==> config.mk <==
export PLATFORM = sky130hd
export DESIGN_NAME = fifo_wr_arbiter
export DESIGN_NICKNAME = d
export VERILOG_FILES = /design/src/rtl/spi_bridge_pkg.sv /design/src/rtl/fifo_wr_arbiter_rr_pick.sv /design/src/rtl/fifo_wr_arbiter.sv
export SDC_FILE = /design/constraint.sdc
export NUM_CORES = 1
export LEC_CHECK = 0
export ABC_AREA = 0
export BUFFER_PORTS_ARGS = -buffer_cell sky130_fd_sc_hd__buf_2
export CAP_MARGIN = 20
export CELL_PAD_IN_SITES_DETAIL_PLACEMENT = 1
export CELL_PAD_IN_SITES_GLOBAL_PLACEMENT = 1
export CORE_MARGIN = 5
export CORE_UTILIZATION = 20
export CTS_CLUSTER_SIZE = 24
export DETAILED_ROUTE_END_ITERATION = 10
export PLACE_DENSITY = 0.94
export SLEW_MARGIN = 25
export SYNTH_ARGS = -nofsm -noshare
export SYNTH_HDL_FRONTEND = slang
export SYNTH_SLANG_ARGS = --single-unit
export TNS_END_PERCENT = 1
==> constraint.sdc <==
create_clock -name clk -period 3.2 [get_ports clk]
set_input_delay 0.16 -clock clk [delete_from_list [all_inputs] [get_ports clk]]
set_output_delay 0.16 -clock clk [all_outputs]
set_load 0.02 [all_outputs]
==> src/rtl/spi_bridge_pkg.sv <==
// Shared types and constants for the SPI bridge command-FIFO write path.
package spi_bridge_pkg;

  typedef enum logic [0:0] {
    IDLE,
    LOCKED
  } arb_state_t;

  localparam int unsigned FIFO_DATA_WIDTH = 41;
  localparam int unsigned STAT_WIDTH      = 16;

endpackage

==> src/rtl/fifo_wr_arbiter_rr_pick.sv <==
// Combinational round-robin picker: the first asserted request at or after
// last_owner+1 (mod NUM_REQ) wins.
module rr_pick
  import spi_bridge_pkg::*;
#(
  parameter int unsigned NUM_REQ = 2,
  parameter int unsigned IDX_W   = 1
) (
  input  logic [NUM_REQ-1:0] req,
  input  logic [IDX_W-1:0]   last_owner,
  output logic               hit,
  output logic [IDX_W-1:0]   index
);

  logic [31:0] cand;

  // Scan from the farthest candidate to the nearest so the nearest hit overwrites.
  always_comb begin
    hit   = 1'b0;
    index = '0;
    cand  = '0;
    for (int off = NUM_REQ; off >= 1; off--) begin
      cand = (32'(last_owner) + 32'(off)) % NUM_REQ;
      if (req[cand[IDX_W-1:0]]) begin
        hit   = 1'b1;
        index = cand[IDX_W-1:0];
      end
    end
  end

endmodule

==> src/rtl/fifo_wr_arbiter.sv <==
// Round-robin, burst-locking arbiter sharing the command-FIFO write port.
// Optional feature macro: ARB_STATS_EN (per-requester beat and stall counters).
module fifo_wr_arbiter
  import spi_bridge_pkg::*;
#(
  parameter int unsigned DATA_WIDTH = FIFO_DATA_WIDTH,
  parameter int unsigned NUM_REQ    = 2,
  parameter int unsigned MAX_BURST  = 4,
  localparam int unsigned ID_W      = $clog2(NUM_REQ),
  localparam int unsigned CNT_W     = $clog2(MAX_BURST) + 1
) (
  input  logic                            clk,
  input  logic                            rst_n,
  input  logic [NUM_REQ-1:0]              req_valid,
  input  logic [NUM_REQ*DATA_WIDTH-1:0]   req_data,
  input  logic [NUM_REQ-1:0]              req_last,
  output logic [NUM_REQ-1:0]              req_ready,
  input  logic                            fifo_full,
  output logic                            fifo_wr_en,
  output logic [DATA_WIDTH-1:0]           fifo_wr_data,
  output logic [ID_W-1:0]                 grant_id,
  output logic                            busy,
  output logic [NUM_REQ*STAT_WIDTH-1:0]   stat_beats,
  output logic [STAT_WIDTH-1:0]           stat_stall
);

  arb_state_t             state_q, state_d;
  logic [ID_W-1:0]        owner_q, owner_d;
  logic [ID_W-1:0]        last_owner_q, last_owner_d;
  logic [CNT_W-1:0]       beat_cnt_q, beat_cnt_d;
  logic                   owner_valid, owner_last;
  logic [DATA_WIDTH-1:0]  owner_data;
  logic                   pick_hit;
  logic [ID_W-1:0]        pick_idx;
  logic                   accept;

  rr_pick #(
    .NUM_REQ (NUM_REQ),
    .IDX_W   (ID_W)
  ) u_rr_pick (
    .req        (req_valid),
    .last_owner (last_owner_q),
    .hit        (pick_hit),
    .index      (pick_idx)
  );

  // Select the current owner's valid/last/data.
  always_comb begin
    owner_valid = 1'b0;
    owner_last  = 1'b0;
    owner_data  = '0;
    for (int i = 0; i < NUM_REQ; i++) begin
      if (owner_q == ID_W'(i)) begin
        owner_valid = req_valid[i];
        owner_last  = req_last[i];
        owner_data  = req_data[i*DATA_WIDTH +: DATA_WIDTH];
      end
    end
  end

  assign accept = (state_q == LOCKED) && owner_valid && !fifo_full;

  // Next-state: grant on a round-robin hit, release after the burst ends.
  always_comb begin
    state_d      = state_q;
    owner_d      = owner_q;
    last_owner_d = last_owner_q;
    beat_cnt_d   = beat_cnt_q;
    unique case (state_q)
      IDLE: begin
        if (pick_hit) begin
          state_d    = LOCKED;
          owner_d    = pick_idx;
          beat_cnt_d = '0;
        end
      end
      LOCKED: begin
        if (accept && (beat_cnt_q != CNT_W'(MAX_BURST))) begin
          beat_cnt_d = beat_cnt_q + 1'b1;
        end
        // Owner gone, or its last/burst-limit word accepted this cycle.
        if (!owner_valid ||
            (accept && (owner_last || (beat_cnt_q == CNT_W'(MAX_BURST - 1))))) begin
          state_d      = IDLE;
          last_owner_d = owner_q;
          owner_d      = '0;
        end
      end
      default: state_d = IDLE;
    endcase
  end

  // Write-port outputs; full gates ready and write enable combinationally.
  always_comb begin
    req_ready    = '0;
    fifo_wr_en   = 1'b0;
    fifo_wr_data = '0;
    if (state_q == LOCKED) begin
      req_ready[owner_q] = !fifo_full;
      fifo_wr_en         = owner_valid && !fifo_full;
      fifo_wr_data       = owner_data;
    end
  end

  assign busy     = (state_q == LOCKED);
  assign grant_id = owner_q;

  // Arbiter state registers; last_owner resets so requester 0 wins first.
  always_ff @(posedge clk or negedge rst_n) begin
    if (!rst_n) begin
      state_q      <= IDLE;
      owner_q      <= '0;
      last_owner_q <= ID_W'(NUM_REQ - 1);
      beat_cnt_q   <= '0;
    end else begin
      state_q      <= state_d;
      owner_q      <= owner_d;
      last_owner_q <= last_owner_d;
      beat_cnt_q   <= beat_cnt_d;
    end
  end

`ifdef ARB_STATS_EN
  logic [NUM_REQ-1:0][STAT_WIDTH-1:0] beats_q;
  logic [STAT_WIDTH-1:0]              stall_q;
  logic                               stall;

  assign stall = (state_q == LOCKED) && owner_valid && fifo_full;

  // Saturating per-requester beat counters and full-stall counter.
  always_ff @(posedge clk or negedge rst_n) begin
    if (!rst_n) begin
      beats_q <= '0;
      stall_q <= '0;
    end else begin
      for (int i = 0; i < NUM_REQ; i++) begin
        if (accept && (owner_q == ID_W'(i)) && (beats_q[i] != '1)) begin
          beats_q[i] <= beats_q[i] + 1'b1;
        end
      end
      if (stall && (stall_q != '1)) begin
        stall_q <= stall_q + 1'b1;
      end
    end
  end

  assign stat_beats = beats_q;
  assign stat_stall = stall_q;
`else
  assign stat_beats = '0;
  assign stat_stall = '0;
`endif

endmodule

== Word-level counts from Yosys, hierarchy flattened ==
Cells that the tools add are included.

* Bits in registers: 6
* Bits in latches: 0
* Bits in writable memories: 0
* Memory bits (read-only): 0
* Input port bits: 89
* Output and inout bits: 94
* Logic and storage cells: 56
* Memories kept: 0

* Add/sub/neg operators: 3
* Multiply operators: 0
* Div/mod/pow operators: 0
* $lt $le $gt $ge: 4
* Equal/unequal tests: 5
* Shift operators: 0
* Mux-type cells: 25
* Bitwise gates (word level): 2
* Reductions and logical operators: 13

{| class="wikitable"
|+ Operator list
! kind !! number
|-
| $mux 41 || 2
|-
| $mux 1 || 16
|-
| $logic_and 1x1->1 || 6
|-
| $lt 1x2->1 const B || 3
|-
| $mux 3 || 2
|-
| $pmux 3 s2 || 1
|-
| $reduce_and 2->1 || 3
|-
| $ne 2x1->1 const B || 2
|-
| $pmux 1 s2 || 2
|-
| $add 3x1->3 const B || 1
|-
| $eq 3x2->1 const B || 1
|-
| $ne 3x3->1 const B || 1
|-
| $add 1x1->1 const B || 2
|-
| $and 2x2->2 || 1
|-
| $logic_not 1->1 || 2
|-
| $logic_or 1x1->1 || 2
|-
| $mux 2 || 1
|-
| $ne 2x2->1 const B || 1
|-
| $demux 1 s1 || 1
|-
| $ge 1x1->1 const B || 1
|-
| $not 1->1 || 1
|}

== Depth between registers and ports, before layout ==
Gate-level depths: netlist of run 1.

* Depth in word-level cells: 7
* Gate-level depth with buffers: 5
* Depth with buffers taken out: 5

== By module ==
From an unflattened synthesis of run 1, not the netlist that was laid out.

* Cells, all modules: 185
* Area, all modules: 1391.3 um^2

{| class="wikitable"
|+ Modules (own cells, without submodules)
! module !! instances !! cells an instance !! area an instance (um^2) !! seq. area each (um^2)
|-
| fifo_wr_arbiter || 1 || 183 || 1377.6 || 151.4
|-
| rr_pick || 1 || 2 || 13.8 || 0.0
|}

== Worst setup path after synthesis of run 1 ==
Ideal clock, no wire load.

* Path type: flip-flop to output port
* From: reg owner_q, in the netlist grant_id
* To: out fifo_wr_data[10]
* Arrival time: 1301 ps
* Data required time: 3040 ps
* Slack: 1739 ps
* Stages on the path, launching flop included: 5
* Cells stage by stage: dfrtp_1 > buf_4 > buf_4 > mux2i_1 > nor2_1

* Cells in the longest elaborated chain, start to end: 2

{| class="wikitable"
|+ RTL lines
! element !! line !! text
|-
| start, declared || fifo_wr_arbiter.sv:28 || <nowiki>logic [ID_W-1:0] owner_q, owner_d;</nowiki>
|-
| start signal, assigned || fifo_wr_arbiter.sv:117 || <nowiki>owner_q <= owner_d;</nowiki>
|-
| $mux 41 || fifo_wr_arbiter.sv:53 || <nowiki>if (owner_q == ID_W'(i)) begin</nowiki>
|-
| $mux 41 || fifo_wr_arbiter.sv:98 || <nowiki>if (state_q == LOCKED) begin</nowiki>
|-
| end, declared || fifo_wr_arbiter.sv:20 || <nowiki>output logic [DATA_WIDTH-1:0] fifo_wr_data,</nowiki>
|}

Every way passes these cells.

== Final worst setup path of run 1 ==
* From: reg owner_q, in the netlist grant_id
* To: out fifo_wr_data[22]

Same word-level chain as after synthesis.

==> reports/metrics.cfg, run 1 <==
[floorplanning]
die_area_um2 = 8650
core_area_um2 = 6760
die_h_um = 93.0
start_util_pct = 20.4
rows = 30
die_x_um = 93.0
ios = 183

[route]
wl_met3_um = 633
via_count = 1598
wirelength_um = 5360
viasPerCell = 4.05
drtIter0Drc = 23
routedWlPerCell_um = 13.6
first_pass_iters = 3
wl_met2_um = 2770
top_layer = met3
ant_nets = 0
m1WireLength_um = 1950
drc_errors = 0

[cts]
ctsResizeCount = 0
postCtsSetupRepairBufs = 0
cts_tree = done
clk_latency_ns = 0.22
clkTransAtPathRegs_ns = 0.03
cts_hold_buf = 1
cts_max_level = 1
clockRootBuffer = clkbuf_8
cts_sinks = 6
cts_buffer_depth = 2
numCtsBuffers = 3

[logic_synthesis]
synthArstFlopShare_pct = 100
synth_flop_cell = dfrtp_1
syn_area_per_cell_um2 = 7.49
synth.distinct_cells = 22
synth_edf_count = 0
netlist_instances = 184
syn_area_um2 = 1380
synth_warnings = 0
seq_area_frac_synth_pct = 11.0
ys_ff_latch = 6

[finish]
drive_above_1_share_pct = 45.4
fin_area_um2 = 1970
syn2layout_area_growth_pct = 43.1
final_common_cell = buf_2
most-common-layout-cells = 134 x buf_2, 48 x conb_1, 47 x nor2_1, 45 x mux2i_1, 5 x inv_1
n_antenna_cell = 0
regArea_um2 = 153
fillers = 897
nets = 408
multiInputGateArea_um2 = 952

[power]
ir_drop_uv = 195
power_leakage_nw = 1.17
power.density_nw_per_um2 = 710

[timing]
slew_headroom_pct = 53.0
finalMaxSlewViolations = 0
finalSetupTns_ns = 0
fin_crit_ns = 2.02
worst_slew_pin_slew_ns = 0.703
finalSetupViolCount = 0
finalHoldViolCount = 0
timing.hold.ws_ns = 0.259
finalCritPeriodShare_pct = 63.0
setup_ws_ns = 1.18
max_freq_mhz = 496
rsz0062_at_grt = false
clock_skew_ns = 0.00688

[placed_design]
dp_hpwl_um = 4750
dpl_cell_area_um2 = 1920
portBuffers = 134
gp_congestion = 0.782
place_worst_setup_slack_ns = 1.40

[grt]
first_global_vias = 1612
grt_pass1_wl_um = 7570
grt_max_degree = 44
grt_overflow = 0
gr-usage-all-layers_pct = 10.7
antenna_found_initial = 0

[critical_path]
cpPeakStageDelay_ns = 0.70
worstPathRequired_ns = 3.04
crit_fanout = 20
cp.arrival_ns = 1.86
critPathKind = reg -> out
critPathLaunchType = flop
rrSetupSlack_ns = 1.51
cp_cell_sequence = buf_4 > mux2i_1 > nor2_1 > buf_2
cp-end-kind = output port
crit_slowest_cell = dfrtp_2

[worst_hold_path]
hold_path_class = in -> reg

[run_status]
status = completed

[job]
drv_cap = 0

==> critical path: cells and delay by family (launching register included) <==
family	cells	cell delay, ns
flip-flops	1	0.70
multiplexers	1	0.27
buffers and inverters	2	0.61
AND/OR/NAND/NOR	1	0.05
==> state kept, by name (all words and copies together), names as in the netlist <==
name	count
last_owner_q	1
beat_cnt_q	3
busy	1
grant_id	1
==> synth_stat cells, types with 2 or more instances <==
cell type | n | area share [%]
buf_4 | 50 | 27
buf_6 | 3 | 2.5
clkbuf_1 | 4 | 1.1
dfrtp_1 | 5 | 9.1
ha_1 | 3 | 2.7
inv_1 | 5 | 1.4
inv_2 | 2 | 0.55
mux2i_1 | 45 | 33
nand2_1 | 4 | 1.1
nor2_1 | 47 | 13
o21ai_0 | 2 | 0.73
o21ai_1 | 3 | 1.1
o21bai_1 | 2 | 1.1
==> routing by layer <==
layer,track usage (%),vias to the layer above
li1,-,769
met1,11.3,724
met2,21.1,105
met3,3.70,0
met4,0.366,0
met5,0,-
==> cell type report <==
cell class                      instances  area share [%]
Tap cell                               80            5.08
Timing Repair Buffer                  137            35.3
Clock buffer                            4            2.28
Multi-Input combinational cell        161            48.3
Sequential cell                         6            7.74
Inverter                                7            1.33
==> metrics by stage <==
stage | cells | total power, mW | utilization [%]
finish | 395 | 1.40 | 29.2
global route | 395 | 1.51 | 29.2
CTS | 395 | 1.43 | 29.2
detailed placement | 390 | 1.30 | 28.4
global placement | 390 | 1.26 | 28.4
floorplan | 231 | 1.02 | -
==> kinds of logic (layout without fill, tap and decap cells) <==
family | after synthesis | in the layout | share of synthesized area (%)
muxes | 45 | 45 | 32.7
adders and majority gates | 3 | 3 | 2.73
AOI/OAI and AO/OA | 13 | 13 | 6.27
DFF | 6 | 6 | 11.0
and+or+nand+nor | 52 | 52 | 14.4
other | 1 | 48 | 0.272
buffers and inverters | 64 | 148 | 32.7
==> report_power, final <==
| group | switching, mW | internal [mW] |
|---|---|---|
| Combinational | 0.693 | 0.405 |
| Clock | 0.0323 | 0.0857 |
| Sequential | 0.0718 | 0.112 |
| Total | 0.797 | 0.603 |
==> path summary, 6_finish.rpt <==
path / from / to / cells past startpoint
worst max-delay path: grant_id$_DFFE_PN0P_ / fifo_wr_data[22] / 4
worst min-delay path: req_valid[1] / grant_id$_DFFE_PN0P_ / 3
worst max register to register: grant_id$_DFFE_PN0P_ / beat_cnt_q[1]$_DFFE_PN0P_ / 3
worst min register to register: beat_cnt_q[0]$_DFFE_PN0P_ / beat_cnt_q[0]$_DFFE_PN0P_ / 1
max in group asynchronous: rst_n / last_owner_q$_DFFE_PN1P_ / 2
min in group asynchronous: rst_n / beat_cnt_q[1]$_DFFE_PN0P_ / 2
No activity file was read; power rests on OpenSTA's default activity.
==> run 2, diff against run 1 <==
--- a/config.mk
+++ b/config.mk
@@ -11,10 +11,10 @@
 export CELL_PAD_IN_SITES_DETAIL_PLACEMENT = 1
 export CELL_PAD_IN_SITES_GLOBAL_PLACEMENT = 1
 export CORE_MARGIN = 5
-export CORE_UTILIZATION = 20
+export CORE_UTILIZATION = 17
 export CTS_CLUSTER_SIZE = 24
 export DETAILED_ROUTE_END_ITERATION = 10
-export PLACE_DENSITY = 0.94
+export PLACE_DENSITY = 0.86
 export SLEW_MARGIN = 25
 export SYNTH_ARGS = -nofsm -noshare
 export SYNTH_HDL_FRONTEND = slang
==> constraint.sdc (replaced) <==
create_clock -name clk -period 1.8 [get_ports clk]
set_input_delay 0.09 -clock clk [delete_from_list [all_inputs] [get_ports clk]]
set_output_delay 0.09 -clock clk [all_outputs]
set_load 0.02 [all_outputs]
==> run 2 against run 1 <==
Worst setup slack lost 1.0 ns. Count of clock-buffer cells in the layout stayed put. Via count barely moved. Combinational power grew 87%. First-iteration DRC count stayed put. Clock skew is 0.0059 ns lower. Power is 83% higher. Highest routed layer is now met4. Critical path type unchanged.
==> reports/metrics.cfg, run 2 (same netlist as run 1, synthesis figures left out) <==
[timing]
finalHoldViolCount = 0  ; unchanged
finalSetupTns_ns = 0  ; unchanged
finalMaxSlewViolations = 0  ; unchanged
finalSetupViolCount = 0  ; unchanged
max_freq_mhz = 615
clock_skew_ns = 0.00103  ; was 0.00688 ns
rsz0062_at_grt = false  ; unchanged
finalCritPeriodShare_pct = 90.3
fin_crit_ns = 1.63

[grt]
gr-usage-met2_pct = 19.6  ; was 21.1%
grt_max_degree = 43  ; was 44
met3_usage_pct = 2.15  ; was 3.70%
met1_usage_pct = 10.6  ; was 11.3%
grt_overflow = 0  ; unchanged
antenna_found_initial = 0  ; unchanged
grt_pass1_wl_um = 8220  ; was 7570 um
first_global_vias = 1715  ; was 1612
gr-usage-all-layers_pct = 9.94  ; was 10.7%
grt_busiest_layer = met2  ; unchanged

[floorplanning]
die_x_um = 100  ; was 93.0 um
core_area_um2 = 7810  ; was 6760 um^2
ios = 183  ; unchanged
die_area_um2 = 10000  ; was 8650 um^2
die_h_um = 100  ; was 93.0 um
rows = 32  ; was 30
start_util_pct = 17.6  ; was 20.4%

[placed_design]
dp_cells = 412  ; was 390
dpl_cell_area_um2 = 1970  ; was 1920 um^2
gp_congestion = 0.764  ; was 0.782
dp_hpwl_um = 4690  ; was 4750 um
portBuffers = 134  ; unchanged

[finish]
nets = 408  ; unchanged
syn2layout_area_growth_pct = 47.0  ; was 43.1%
utilization_pct = 25.9  ; was 29.2%
n_antenna_cell = 0  ; unchanged
drive_above_1_share_pct = 45.4  ; unchanged
fillers = 1039  ; was 897
multiInputGateArea_um2 = 952  ; unchanged
largest_register = beat_cnt_q  ; unchanged
regArea_um2 = 153  ; unchanged
most-common-layout-cells = 134 x buf_2, 48 x conb_1, 47 x nor2_1, 45 x mux2i_1, 5 x inv_1  ; unchanged
largest_reg_flops = 3  ; unchanged
final-instance-count-excl-fill = 417  ; was 395
final_common_cell = buf_2  ; unchanged
fin_area_um2 = 2020  ; was 1970 um^2

[route]
drc_errors = 0  ; unchanged
viasPerCell = 3.83  ; was 4.05
wirelength_um = 5480  ; was 5360 um
via_count = 1597  ; was 1598
first_pass_iters = 4  ; was 3
drtIter0Drc = 23  ; unchanged
routedWlPerCell_um = 13.1  ; was 13.6 um
ant_nets = 0  ; unchanged

[critical_path]
crit_fanout = 42  ; was 20
r2r-start = grant_id$_DFFE_PN0P_  ; unchanged
cp-end-kind = output port  ; unchanged
worstPathRequired_ns = 1.71  ; was 3.04 ns
critPathKind = reg -> out  ; unchanged
rrSetupSlack_ns = 0.39  ; was 1.51 ns
crit_start = grant_id$_DFFE_PN0P_  ; unchanged
r2r_cells = 4  ; was 3
cp.arrival_ns = 1.54  ; was 1.86 ns
critPathLaunchType = flop  ; unchanged
crit_end = fifo_wr_data[16]  ; was fifo_wr_data[22]
r2r-end = busy$_DFF_PN0_  ; was beat_cnt_q[1]$_DFFE_PN0P_

[worst_hold_path]
whs_path_depth = 3  ; unchanged
hold_path_class = in -> reg  ; unchanged

[cts]
cts_tree = done  ; unchanged
clkTransAtPathRegs_ns = 0.04  ; was 0.03 ns
postCtsSetupRepairBufs = 0  ; unchanged
cts_max_level = 1  ; unchanged
cts_buffer_depth = 2  ; unchanged
numCtsBuffers = 3  ; unchanged
clockRootBuffer = clkbuf_8  ; unchanged
clk_latency_ns = 0.22  ; about the same
cts_sinks = 6  ; unchanged

[power]
power_leakage_nw = 1.18  ; was 1.17 nW
p_sw_mw = 1.44  ; was 797 uW
switching_share_pct = 56.1  ; was 57.0%
seqPwrFrac_pct = 11.1  ; was 13.1%
power.density_nw_per_um2 = 1260  ; was 710 nW/um^2
p_clk_share_pct = 8.5  ; was 8.4%
ir_drop_uv = 376  ; was 195 uV
power_frac_comb_pct = 80.4  ; was 78.5%
intPower_mw = 1.12  ; was 603 uW

[run_status]
status = completed  ; unchanged

[job]
drv_cap = 0  ; unchanged

## run 2: cell counts in the layout (fill, tap and decap cells not counted)
Identical to the previous run, type by type.
## run 2: worst max-delay path: stages (launching register included)
cell and delay [ns]:
dfrtp_2 0.51, buf_12 0.30, mux2i_1 0.25, nor2_1 0.05, buf_2 0.16
## run 2: timing repair
| action | in CTS | in global routing |
|---|---|---|
| endpoints found under the setup margin | 0 | 0 |
| endpoints found under the hold margin | 6 | 0 |
| gates resized for setup | 0 | 0 |
| hold buffers | 1 | 0 |
## run 2: worst min path at each step
stage | from | to | slack [ns]
6_report | fifo_full | last_owner_q$_DFFE_PN1P_ | 0.19
5_1_grt | fifo_full | last_owner_q$_DFFE_PN1P_ | 0.20
4_1_cts | fifo_full | last_owner_q$_DFFE_PN1P_ | 0.19
3_5_place_dp | rst_n | beat_cnt_q[0]$_DFFE_PN0P_ | -0.08
3_3_place_gp | rst_n | beat_cnt_q[2]$_DFFE_PN0P_ | -0.08
2_1_floorplan | rst_n | beat_cnt_q[0]$_DFFE_PN0P_ | -0.21
## run 2: final cells by class
cell class / instances / share of cell area (%)
tap: 102 / 6.30
timing repair buffer: 137 / 35.6
sequential: 6 / 7.54
inverter: 7 / 1.30
clock buffer: 4 / 2.22
multi-input combinational: 161 / 47.0
## run 2: stage by stage
stage               power, mW  worst slack (ns)  hold WS (ns)
floorplan                1.82             0.409        -0.206
global placement         2.31             0.399       -0.0804
detailed placement       2.38             0.392       -0.0753
CTS                      2.60             0.150         0.187
global route             2.78            0.0866         0.201
finish                   2.56             0.174         0.187
## run 2: layer usage
metal | part of all wire, % | vias up
met5 | 0 | -
met4 | 0.89 | 0
met2 | 52 | 114
met3 | 12 | 4
met1 | 35 | 710
li1 | - | 769
## run 2: power groups by stage
stage                     sequential [mW]  combinational [mW]  clock [mW]
after floorplan                     0.268                1.55           0
final                               0.284                2.06       0.217
after global placement              0.283                2.02           0
after CTS                           0.286                2.10       0.221
after detailed placement            0.287                2.09           0
after global routing                0.297                2.25       0.234
==> run 3, diff against run 2 <==
--- a/config.mk
+++ b/config.mk
@@ -11,10 +11,10 @@
 export CELL_PAD_IN_SITES_DETAIL_PLACEMENT = 1
 export CELL_PAD_IN_SITES_GLOBAL_PLACEMENT = 1
 export CORE_MARGIN = 5
-export CORE_UTILIZATION = 17
+export CORE_UTILIZATION = 20
 export CTS_CLUSTER_SIZE = 24
 export DETAILED_ROUTE_END_ITERATION = 10
-export PLACE_DENSITY = 0.86
+export PLACE_DENSITY = 0.94
 export SLEW_MARGIN = 25
 export SYNTH_ARGS = -nofsm -noshare
 export SYNTH_HDL_FRONTEND = slang
==> constraint.sdc (replaced) <==
create_clock -name clk -period 1.9 [get_ports clk]
set_input_delay 0.095 -clock clk [delete_from_list [all_inputs] [get_ports clk]]
set_output_delay 0.095 -clock clk [all_outputs]
set_load 0.02 [all_outputs]
==> run 3 against run 2 <==
Clock skew grew 0.0029 ns. Clock power shrank 5%. Wire length shrank 1.8%. Die area decreased by 14%. First-iteration DRC count decreased by 39%. Critical path depth unchanged. Utilization is 3.6 points higher. Worst setup slack improved by 0.079 ns. Register-to-register slack better by 0.12 ns. Count of clock-buffer cells in the layout is the same. Via count is 0.13% lower. Global-route usage rose by 1.1 points.
==> reports/metrics.cfg, run 3 (same netlist as run 1, synthesis figures left out) <==
[timing]
timing.hold.ws_ns = 0.193  ; was 0.187 ns
rsz0062_at_grt = false  ; unchanged
clock_skew_ns = 0.00396  ; was 0.00103 ns
fin_crit_ns = 1.65
finalCritPeriodShare_pct = 86.7
max_freq_mhz = 607
finalMaxSlewViolations = 0  ; unchanged
finalHoldViolCount = 0  ; unchanged
finalSetupViolCount = 0  ; unchanged
finalSetupTns_ns = 0  ; unchanged

[cts]
cts_sinks = 6  ; unchanged
clockRootBuffer = clkbuf_8  ; unchanged
numCtsBuffers = 3  ; unchanged
cts_max_level = 1  ; unchanged
cts_tree = done  ; unchanged
postCtsSetupRepairBufs = 0  ; unchanged
cts_buffer_depth = 2  ; unchanged
clkTransAtPathRegs_ns = 0.04  ; about the same
clk_latency_ns = 0.23  ; was 0.22 ns

[critical_path]
cp.buffers_inverters = 2  ; unchanged
r2r-end = beat_cnt_q[0]$_DFFE_PN0P_  ; was busy$_DFF_PN0_
cpPeakStageDelay_ns = 0.52  ; was 0.51 ns
cp-end-kind = output port  ; unchanged
critPathLaunchType = flop  ; unchanged
cp.arrival_ns = 1.55  ; was 1.54 ns
crit_family = flip-flops  ; unchanged
worstPathRequired_ns = 1.80  ; was 1.71 ns
cp_cell_sequence = buf_12 > mux2i_1 > nor2_1 > buf_2  ; unchanged
r2r_cells = 3  ; was 4
crit_slowest_cell = dfrtp_2  ; unchanged
rrSetupSlack_ns = 0.51  ; was 0.39 ns
r2r-start = grant_id$_DFFE_PN0P_  ; unchanged
crit_fanout = 39  ; was 42
critPathKind = reg -> out  ; unchanged

[finish]
final_common_cell = buf_2  ; unchanged
final-instance-count-excl-fill = 395  ; was 417
largest_reg_flops = 3  ; unchanged
syn2layout_area_growth_pct = 45.0  ; was 47.0%
most-common-layout-cells = 134 x buf_2, 48 x conb_1, 47 x nor2_1, 45 x mux2i_1, 5 x inv_1  ; unchanged
fillers = 881  ; was 1039
fin_area_um2 = 2000  ; was 2020 um^2
largest_register = beat_cnt_q  ; unchanged
n_antenna_cell = 0  ; unchanged
drive_above_1_share_pct = 45.4  ; unchanged
nets = 408  ; unchanged

[worst_hold_path]
hp-start = fifo_full  ; unchanged
whs_path_depth = 3  ; unchanged
whs_endpoint = last_owner_q$_DFFE_PN1P_  ; unchanged
hold_path_class = in -> reg  ; unchanged

[floorplanning]
core_area_um2 = 6760  ; was 7810 um^2
die_h_um = 93.0  ; was 100 um
rows = 30  ; was 32
die_x_um = 93.0  ; was 100 um
die_area_um2 = 8650  ; was 10000 um^2
ios = 183  ; unchanged
start_util_pct = 20.4  ; was 17.6%

[route]
wirelength_um = 5380  ; was 5480 um
ant_nets = 0  ; unchanged
via_count = 1595  ; was 1597
first_pass_iters = 4  ; unchanged
viasPerCell = 4.04  ; was 3.83
drtIter0Drc = 14  ; was 23
routedWlPerCell_um = 13.6  ; was 13.1 um
drc_errors = 0  ; unchanged

[power]
power_leakage_nw = 1.18  ; unchanged
power.density_nw_per_um2 = 1210  ; was 1260 nW/um^2
ir_drop_uv = 468  ; was 376 uV

[placed_design]
dpl_cell_area_um2 = 1940  ; was 1970 um^2
gp_congestion = 0.770  ; was 0.764
dp_cells = 390  ; was 412
dp_hpwl_um = 4690  ; about the same
portBuffers = 134  ; unchanged

[grt]
grt_pass1_wl_um = 7810  ; was 8220 um
gr-usage-all-layers_pct = 11.0  ; was 9.94%
grt_max_degree = 40  ; was 43
grt_overflow = 0  ; unchanged
antenna_found_initial = 0  ; unchanged
first_global_vias = 1619  ; was 1715

[job]
drv_cap = 0  ; unchanged

[run_status]
status = completed  ; unchanged

==> run 3: worst max path at each step <==
| stage | cells after the start | to | slack [ns] | start |
|---|---|---|---|---|
| 2_1_floorplan | 4 | fifo_wr_data[10] | 0.50 | grant_id$_DFFE_PN0P_ |
| 3_5_place_dp | 4 | fifo_wr_data[18] | 0.46 | grant_id$_DFFE_PN0P_ |
| 4_1_cts | 4 | fifo_wr_data[18] | 0.22 | grant_id$_DFFE_PN0P_ |
| 5_1_grt | 4 | fifo_wr_data[18] | 0.11 | grant_id$_DFFE_PN0P_ |
| 3_3_place_gp | 4 | fifo_wr_data[18] | 0.48 | grant_id$_DFFE_PN0P_ |
| 6_report | 4 | fifo_wr_data[18] | 0.25 | grant_id$_DFFE_PN0P_ |
==> run 3: routing by layer <==
layer,up-vias,GRT usage [%],share of wire [%]
met3,6,3.06,11
met1,707,11.8,36
met2,112,21.0,52
li1,770,-,-
met4,0,2.81,0.82
met5,-,0,0
==> run 3: layout make-up <==
cell class | instances | area, um^2 | area share [%]
tap | 80 | 100 | 5.01
inverter | 7 | 26.3 | 1.32
multi-input combinational | 161 | 952 | 47.7
clock buffer | 4 | 45.0 | 2.26
timing repair buffer | 137 | 721 | 36.1
sequential | 6 | 153 | 7.64
==> run 3: timing repair <==
item / in CTS / in global routing
hold buffers: 1 / 0
gates resized for setup: 0 / 0
endpoints found under the hold margin: 6 / 0
==> run 3: worst reg2reg max path: cells and delay by family, from the launching register on <==
kind,cells,cell delay (ns)
mux,2,0.57
compound gates,1,0.22
flops,1,0.52
==> run 3: metrics by stage <==
stage               power (mW)  setup WS [ns]  utilization [%]
detailed placement        2.24          0.461             28.7
global placement          2.18          0.477             28.7
finish                    2.42          0.253             29.6
floorplan                 1.72          0.504                -
CTS                       2.46          0.218             29.6
global route              2.62          0.108             29.6
==> run 3: where the power goes <==
group | leakage [nW] | internal (mW) | switching, mW
clock | 0.0228 | 0.145 | 0.0621
combinational | 1.08 | 0.726 | 1.22
sequential | 0.0736 | 0.189 | 0.0831
